--- config.mk ---
export PLATFORM = sky130hd
export DESIGN_NAME = if_inst_queue
export DESIGN_NICKNAME = d
export VERILOG_FILES = /design/src/rtl/if_inst_queue.sv
export SDC_FILE = /design/constraint.sdc
export NUM_CORES = 1
export LEC_CHECK = 0
export ABC_AREA = 1
export BUFFER_PORTS_ARGS = -buffer_cell sky130_fd_sc_hd__buf_2
export CORE_MARGIN = 2
export CORE_UTILIZATION = 60
export CTS_BUF_LIST = sky130_fd_sc_hd__clkbuf_16
export DETAILED_ROUTE_END_ITERATION = 16
export GPL_ROUTABILITY_DRIVEN = 0
export PLACE_DENSITY_LB_ADDON = 0.15
export SYNTH_ARGS = -nofsm -noshare
export SYNTH_HDL_FRONTEND = slang
export SYNTH_SLANG_ARGS = --single-unit
--- constraint.sdc ---
create_clock -name clk -period 4.05 [get_ports clk]
set_input_delay 0.2025 -clock clk [delete_from_list [all_inputs] [get_ports clk]]
set_output_delay 0.2025 -clock clk [all_outputs]
set_load 0.02 [all_outputs]
--- src/rtl/if_inst_queue.sv ---
// Instruction fetch queue between IF and ID: in-order FIFO of {PC, Inst, AdEL} with flush.
// Optional same-cycle IF->ID bypass when empty is enabled by defining IFQ_BYPASS_EN.
module if_inst_queue #(
    parameter int DEPTH = 4
) (
    input  logic                       clk,
    input  logic                       rst,
    input  logic                       Flush,
    input  logic                       IF_Valid,
    input  logic [31:0]                IF_PC,
    input  logic [31:0]                IF_Inst,
    output logic                       IF_Ready,
    output logic                       ID_Valid,
    input  logic                       ID_Ready,
    output logic [31:0]                ID_PC,
    output logic [31:0]                ID_Inst,
    output logic                       ID_AdEL,
    output logic [$clog2(DEPTH):0]     IFQ_Count
);
    localparam int AW = $clog2(DEPTH);
    localparam int CW = AW + 1;

    logic [31:0]       pc_mem   [DEPTH];
    logic [31:0]       inst_mem [DEPTH];
    logic [DEPTH-1:0]  adel_mem;
    logic [AW-1:0]     head_reg, tail_reg;
    logic [CW-1:0]     count_reg;

    logic full, empty, push, pop, bypass;
    logic [31:0] head_pc, head_inst;
    logic        head_adel;

    assign full      = (count_reg == CW'(DEPTH));
    assign empty     = (count_reg == '0);
    assign IF_Ready  = !full;
    assign IFQ_Count = count_reg;

    assign head_pc   = pc_mem[head_reg];
    assign head_inst = inst_mem[head_reg];
    assign head_adel = adel_mem[head_reg];

`ifdef IFQ_BYPASS_EN
    assign bypass = empty && IF_Valid && ID_Ready && !Flush;
`else
    assign bypass = 1'b0;
`endif

    // A bypassed instruction is consumed directly by ID and never stored.
    assign push = IF_Valid && IF_Ready && !Flush && !bypass;
    assign pop  = !empty && ID_Ready && !Flush;

    always_comb begin
        ID_Valid = !empty && !Flush;
        ID_PC    = head_pc;
        ID_AdEL  = head_adel;
        ID_Inst  = head_adel ? 32'h0 : head_inst;
        if (bypass) begin
            ID_Valid = 1'b1;
            ID_PC    = IF_PC;
            ID_AdEL  = |IF_PC[1:0];
            ID_Inst  = (|IF_PC[1:0]) ? 32'h0 : IF_Inst;
        end
    end

    always_ff @(posedge clk or negedge rst) begin
        if (!rst) begin
            head_reg  <= '0;
            tail_reg  <= '0;
            count_reg <= '0;
        end else if (Flush) begin
            head_reg  <= '0;
            tail_reg  <= '0;
            count_reg <= '0;
        end else begin
            if (push) tail_reg <= tail_reg + AW'(1);
            if (pop)  head_reg <= head_reg + AW'(1);
            if (push && !pop)      count_reg <= count_reg + CW'(1);
            else if (pop && !push) count_reg <= count_reg - CW'(1);
        end
    end

    // Entry contents survive a flush; only the pointers are rewound.
    generate
        for (genvar gi = 0; gi < DEPTH; gi++) begin : g_entry
            always_ff @(posedge clk or negedge rst) begin
                if (!rst) begin
                    pc_mem[gi]   <= '0;
                    inst_mem[gi] <= '0;
                    adel_mem[gi] <= 1'b0;
                end else if (push && (tail_reg == AW'(gi))) begin
                    pc_mem[gi]   <= IF_PC;
                    inst_mem[gi] <= IF_Inst;
                    adel_mem[gi] <= |IF_PC[1:0];
                end
            end
        end
    endgenerate

endmodule

==> out/metrics.cfg, run 1 <==
[pwr]
p_leak_nw = 7.31
swShare_pct = 38.9
p_comb_share_pct = 37.2
p_switching_w = 0.00446
power_frac_seq_pct = 40.3
internal_power_w = 0.00701
ir_worst_vdd_mv = 0.501
p_per_area_mw_per_mm2 = 806
clkPwrFrac_pct = 22.5

[detailed_routing]
drtPass1Iterations = 5
avgViaCountPerCell = 5.50
vias = 10000
wl_um = 28600
drt_iter0_markers = 917
drc = 0
ant_nets = 0
wl_per_cell_um = 15.7

[layout]
largest_registers = inst_mem: 128 flops, pc_mem: 128 flops, adel_mem: 4 flops
syn_to_final_growth_pct = 15.5
drive_gt1_share_pct = 17.3
fin_nets = 1609
antennaDiodeCount = 0
final_area_sq_mm = 0.0142

[grt]
grt_max_degree = 140
first_global_vias = 9733
grt_antenna_before_repair = 0
grt_pass1_wl_um = 48300
grt.total_usage_pct = 26.9
grt_overflow = 0

[logic_synthesis]
synth_cells = 1403
yosysTopAreaCellShare_pct = 54.3
post-synth-top-area-cell = dfrtp_1
syn_area_sq_mm = 0.0123
yosysSeqAreaShare_pct = 54.3
ys_async_sr_fraction_pct = 100
synthesis.nets = 1477
ys_seq_elements = 267
synthTopCellsByCount = nand2_1 (314), dfrtp_1 (267), o21ai_1 (213)
yosysWarnings = 0
synth_top_flop_cell = dfrtp_1
synth.most_common_cell = nand2_1
synth_edf_count = 0
avgSynthCellArea_sq_um = 8.78
synth_cell_types = 22
synth_area_leaders = dfrtp_1 (54%), nand2_1 (9.6%), o21ai_1 (8.7%)

[status]
status = completed

[floorplanning]
rows = 52
die_y_um = 147
dieArea_sq_mm = 0.0217
pin_count = 139
start_util_pct = 61.1
coreArea_sq_mm = 0.0202
die_w_um = 147

[placed_design]
dpl_cell_area_sq_mm = 0.0128
io_buffers = 138
dp_hpwl_um = 16100

[min_path]
hp-start = IF_PC[5]
min_path_cells = 3
hp-class = in2reg
min_to = pc_mem[5]

[clocking]
cts_setup_buffers = 0
htreeDepth = 1
clk_pin_slew_worst_paths_ns = 0.06
cts_tree = done
cts_made_buffers = 28
cts_sinks = 267
clk_latency_ns = 0.54
cts.path.max_buffers = 3
clockRootBuffer = clkbuf_16

[run]
cap_violations = 0

[worst_setup_path]
crit_path_max_incr_delay_ns = 0.97
cpMaxStageDelayCell = dfrtp_4
reg2reg_depth = 8
cp-end-kind = output port
reg2reg_slack_ns = 1.80
path_delay_family = buffers and inverters
crit_top_cell = nand2_1
critPathBufInv = 4
worstSetupPathType = reg2out
rr_startpoint = IFQ_Count[0]
crit_required_ns = 3.85
worstPathMaxFanout = 84
cp-start-kind = flip-flop
cp_cell_sequence = inv_4 > nand2_1 > nand3_1 > nand2_1 > buf_4 > nand2_1 > inv_1 > buf_2
worstReg2RegEnd = inst_mem[82]
crit_arrival_ns = 3.06

[timing]
slew_violations = 0
hold_violations = 0
relSlewSlack_pct = 31.1
fin_crit_sh_pct = 80.6
max_freq_mhz = 306
rsz0062_at_grt = false
skew_ns = 0.0174
fin_crit_ns = 3.26
tns_ns = 0
finalSetupViolations = 0
tightest_slew_ns = 1.03

stage by stage:
stage / std cells / hold WS, ns / setup WS [ns] / util, % / total power [W]
2_1_floorplan: 1403 / -0.0931 / 2.16 / - / 0.00764
3_3_place_gp: 1726 / 0.408 / 1.38 / 63.5 / 0.00870
3_5_place_dp: 1726 / 0.415 / 1.33 / 63.5 / 0.00885
4_1_cts: 1827 / 0.00183 / 0.758 / 70.5 / 0.0115
5_1_grt: 1827 / 0.00990 / 0.498 / 70.5 / 0.0123
6_report: 1827 / 0.00559 / 0.786 / 70.5 / 0.0115
power groups by stage:
stage,registers (W),clock network (W),logic [W]
2_1_floorplan,0.00440,0,0.00323
3_3_place_gp,0.00460,0,0.00410
3_5_place_dp,0.00463,0,0.00422
4_1_cts,0.00461,0.00261,0.00429
5_1_grt,0.00477,0.00273,0.00480
6_report,0.00462,0.00258,0.00427
layout by cell type (no fill, tap or decap):
cell and instances:
clkbuf_16 29, nand2_1 314, bufinv_16 4, nand3_1 2
ha_1 4, xor2_1 1, a21oi_1 6, nor2_1 130
dfrtp_4 1, nand3b_1 1, o22ai_1 64, dfrtp_1 265
inv_4 1, buf_2 137, o21ai_1 213, inv_1 111
nor2_2 1, nand2_4 6, buf_4 12, dfrtp_2 1
inv_2 2, o21ai_2 62, clkinv_1 7, buf_8 1
dlygate4sd3_1 49, clkinv_2 8, fa_1 1, nor2_8 1
o21ai_0 119, buf_12 4
logic make-up after synthesis:
kind of cell	share of synthesized area (%)
AOI/OAI and AO/OA	21.4
DFF	54.3
xor gates and xnor gates	0.0711
and+or+nand+nor	14.4
adders and majority gates	0.569
buffers and inverters	9.27
worst max path at each step:
stage / start / cells after the start / endpoint
2_1_floorplan: IFQ_Count[2] / 11 / IFQ_Count[2]
3_3_place_gp: head_reg[0] / 8 / ID_Inst[20]
3_5_place_dp: head_reg[0] / 8 / ID_Inst[15]
4_1_cts: head_reg[0] / 8 / ID_Inst[15]
5_1_grt: head_reg[0] / 8 / ID_Inst[13]
6_report: head_reg[0] / 8 / ID_Inst[22]
worst reg2reg max path, stage by stage (launching register included):
cell and delay [ns]:
dfrtp_1 0.42, nor2_2 0.21, nand2_4 0.08, nand2_4 0.11, nor2_8 0.07, nand2_4 0.70, buf_12 0.37, nand2_1 0.10
o21ai_1 0.11
metal layers:
layer,part of all wire [%],GRT usage [%],vias to the layer above
met5,0,0,-
met4,1.9,7.60,0
met3,5.3,3.26,48
met2,49,44.7,295
met1,44,37.7,4815
li1,-,-,4887
layout make-up:
cell class                      instances  area, sq um
Sequential cell                       267         6690
Fill cell                            1638         5950
Multi-Input combinational cell        925         4490
Timing Repair Buffer                  203         1360
Clock buffer                           29          726
Inverter                              110          415
Tap cell                              270          338
Clock inverter                         23          201
timing repair:
item,in CTS,in global routing
hold buffers,49,0
endpoints found under the hold margin,284,0
resized for setup,0,0
(Power assumes the default switching activity.)
==> inputs of run 2 (changes only) <==
--- a/config.mk
+++ b/config.mk
@@ -8,7 +8,7 @@
 export ABC_AREA = 1
 export BUFFER_PORTS_ARGS = -buffer_cell sky130_fd_sc_hd__buf_2
 export CORE_MARGIN = 2
-export CORE_UTILIZATION = 60
+export CORE_UTILIZATION = 59
 export CTS_BUF_LIST = sky130_fd_sc_hd__clkbuf_16
 export DETAILED_ROUTE_END_ITERATION = 16
 export GPL_ROUTABILITY_DRIVEN = 0
==> constraint.sdc (replaced) <==
create_clock -name clk -period 3.1 [get_ports clk]
set_input_delay 0.155 -clock clk [delete_from_list [all_inputs] [get_ports clk]]
set_output_delay 0.155 -clock clk [all_outputs]
set_load 0.02 [all_outputs]
==> run 2 against run 1 <==
- count of clock-buffer cells in the layout did not move
- worst hold slack gained 0.018 ns
- die area up 1.6%
- cell count is 1.4% higher
- power grew 30%
- first-iteration DRC count down 12%
- core utilization up 0.47 points
- global-route usage is 0.45 points lower
- critical path type unchanged
- critical endpoint is now ID_Inst[27]
- highest routed layer unchanged
==> out/metrics.cfg, run 2 (synthesis gave the netlist of run 1 again) <==
[status]
status = completed  ; unchanged

[layout]
drive_gt1_share_pct = 17.4  ; was 17.3%
fin_nets = 1634  ; was 1,609
final_area_sq_mm = 0.0145  ; was 0.0142 sq mm
antennaDiodeCount = 0  ; unchanged
mostFrequentLayoutCells = nand2_1 (314), dfrtp_1 (265), o21ai_1 (213)  ; unchanged
syn_to_final_growth_pct = 17.4  ; was 15.5%
fin_util_pct = 71.0  ; was 70.5%
final_common_cell = nand2_1  ; unchanged
largest_registers = inst_mem: 128 flops, pc_mem: 128 flops, adel_mem: 4 flops  ; unchanged
fillers = 1674  ; was 1,638

[floorplanning]
start_util_pct = 60.5  ; was 61.1%
die_y_um = 148  ; was 147 um
pin_count = 139  ; unchanged
coreArea_sq_mm = 0.0204  ; was 0.0202 sq mm
dieArea_sq_mm = 0.0220  ; was 0.0217 sq mm
rows = 52  ; unchanged
die_w_um = 148  ; was 147 um

[timing]
hold_violations = 0  ; unchanged
tightest_slew_ns = 0.728  ; was 1.03 ns
slew_violations = 0  ; unchanged
rsz0062_at_grt = false  ; unchanged
finalSetupViolations = 0  ; unchanged
fin_ws_ns = 0.350  ; was 0.786 ns
fin_crit_ns = 2.75
max_freq_mhz = 364
fin_crit_sh_pct = 88.7
skew_ns = 0.0127  ; was 0.0174 ns
relSlewSlack_pct = 51.4  ; was 31.1%
tns_ns = 0  ; unchanged

[placed_design]
dp_hpwl_um = 16600  ; was 16,100 um
dpl_cell_area_sq_mm = 0.0129  ; was 0.0128 sq mm
place_ws_ns = 0.906  ; was 1.33 ns
io_buffers = 138  ; unchanged

[clocking]
cts_made_buffers = 29  ; was 28
clk_pin_slew_worst_paths_ns = 0.06  ; about the same
htreeDepth = 1  ; unchanged
cts_sinks = 267  ; unchanged
cts_tree = done  ; unchanged
cts.path.max_buffers = 3  ; unchanged
clockRootBuffer = clkbuf_16  ; unchanged
ctsResizeCount = 0  ; unchanged
clk_latency_ns = 0.54  ; about the same

[detailed_routing]
drtPass1Iterations = 5  ; unchanged
drc = 0  ; unchanged
ant_nets = 0  ; unchanged
avgViaCountPerCell = 5.42  ; was 5.50
drt_iter0_markers = 807  ; was 917
wl_um = 28500  ; was 28,600 um
vias = 10000  ; unchanged
wl_per_cell_um = 15.4  ; was 15.7 um

[pwr]
swShare_pct = 39.1  ; was 38.9%
p_per_area_mw_per_mm2 = 1030  ; was 806 mW/mm^2
power_frac_seq_pct = 40.2  ; was 40.3%
p_comb_share_pct = 38.2  ; was 37.2%
p_switching_w = 0.00582  ; was 0.00446 W
power_w = 0.0149  ; was 0.0115 W
internal_power_w = 0.00905  ; was 0.00701 W
ir_worst_vdd_mv = 0.650  ; was 0.501 mV
clkPwrFrac_pct = 21.7  ; was 22.5%
p_leak_nw = 7.41  ; was 7.31 nW

[worst_setup_path]
crit_arrival_ns = 2.60  ; was 3.06 ns
cp-start-kind = flip-flop  ; unchanged
crit_path_max_incr_delay_ns = 0.65  ; was 0.97 ns
path_delay_family = buffers and inverters  ; unchanged
cp_cell_sequence = buf_4 > o21ai_0 > o22ai_1 > nand2_1 > inv_1 > buf_2  ; was inv_4 > nand2_1 > nand3_1 > nand2_1 > buf_4 > nand2_1 > inv_1 > buf_2
critPathBufInv = 3  ; was 4
reg2reg_depth = 8  ; unchanged
worstSetupPathType = reg2out  ; unchanged
cp-end-kind = output port  ; unchanged
worstPathMaxFanout = 73  ; was 84
cpMaxStageDelayCell = buf_4  ; was dfrtp_4
cp.depth = 6  ; was 8
crit_required_ns = 2.94  ; was 3.85 ns

[grt]
grt_pass1_wl_um = 47700  ; was 48,300 um
grt.total_usage_pct = 26.4  ; was 26.9%
first_global_vias = 9793  ; was 9,733
grt_overflow = 0  ; unchanged
grt_max_degree = 86  ; was 140
grt_antenna_before_repair = 0  ; unchanged

[min_path]
hp-class = in2reg  ; unchanged
min_path_cells = 4  ; was 3

[run]
cap_violations = 0  ; unchanged

[run 2: layer usage]
| metal | vias up | wire, um | track usage [%] |
|---|---|---|---|
| li1 | 4925 | - | - |
| met1 | 4815 | 12400 | 35.5 |
| met2 | 255 | 14100 | 45.3 |
| met3 | 50 | 1440 | 3.87 |
| met4 | 0 | 612 | 7.33 |
| met5 | - | 0 | 0 |
[run 2: power by group through the flow]
stage	clock (W)	sequential, W	combinational [W]
floorplan	0	0.00575	0.00422
global placement	0	0.00594	0.00548
detailed placement	0	0.00599	0.00561
CTS	0.00328	0.00596	0.00571
global route	0.00343	0.00616	0.00638
finish	0.00322	0.00597	0.00567
[run 2: through the flow]
| stage | std cells | hold slack [ns] |
|---|---|---|
| after floorplan | 1403 | -0.141 |
| after global placement | 1733 | 0.175 |
| after detailed placement | 1733 | 0.170 |
| after CTS | 1852 | 0.00615 |
| after global routing | 1852 | 0.0516 |
| final | 1852 | 0.0233 |
[run 2: area by class of cell]
| class | instances | area [sq um] | area share (%) |
|---|---|---|---|
| timing repair buffer | 227 | 1630 | 11.3 |
| inverter | 110 | 415 | 2.87 |
| clock inverter | 24 | 163 | 1.13 |
| tap | 270 | 338 | 2.34 |
| clock buffer | 29 | 726 | 5.02 |
| multi-input combinational | 925 | 4490 | 31.1 |
| sequential | 267 | 6690 | 46.3 |
[run 2: path summary, 6_finish.rpt]
path / slack (ns) / start / endpoint
max in group asynchronous: 1.99 / rst / inst_mem[99]
min reg2reg: 0.47 / pc_mem[78] / pc_mem[78]
min: 0.02 / IF_Valid / tail_reg[1]
min in group asynchronous: 0.17 / rst / inst_mem[8]
max: 0.35 / head_reg[0] / ID_Inst[27]
max reg2reg: 1.06 / IFQ_Count[1] / pc_mem[85]
[run 2: worst register-to-register path, delay by kind of cell (launching register included)]
family                 cells  cell delay (ns)
buffers and inverters      1             0.42
DFF                        1             0.41
and+or+nand+nor            6             1.05
AOI/OAI and AO/OA          1             0.09
[run 2: repair_timing]
item,CTS,global route
hold buffers,66,0
endpoints found under the hold margin,337,0
setup buffers,0,0
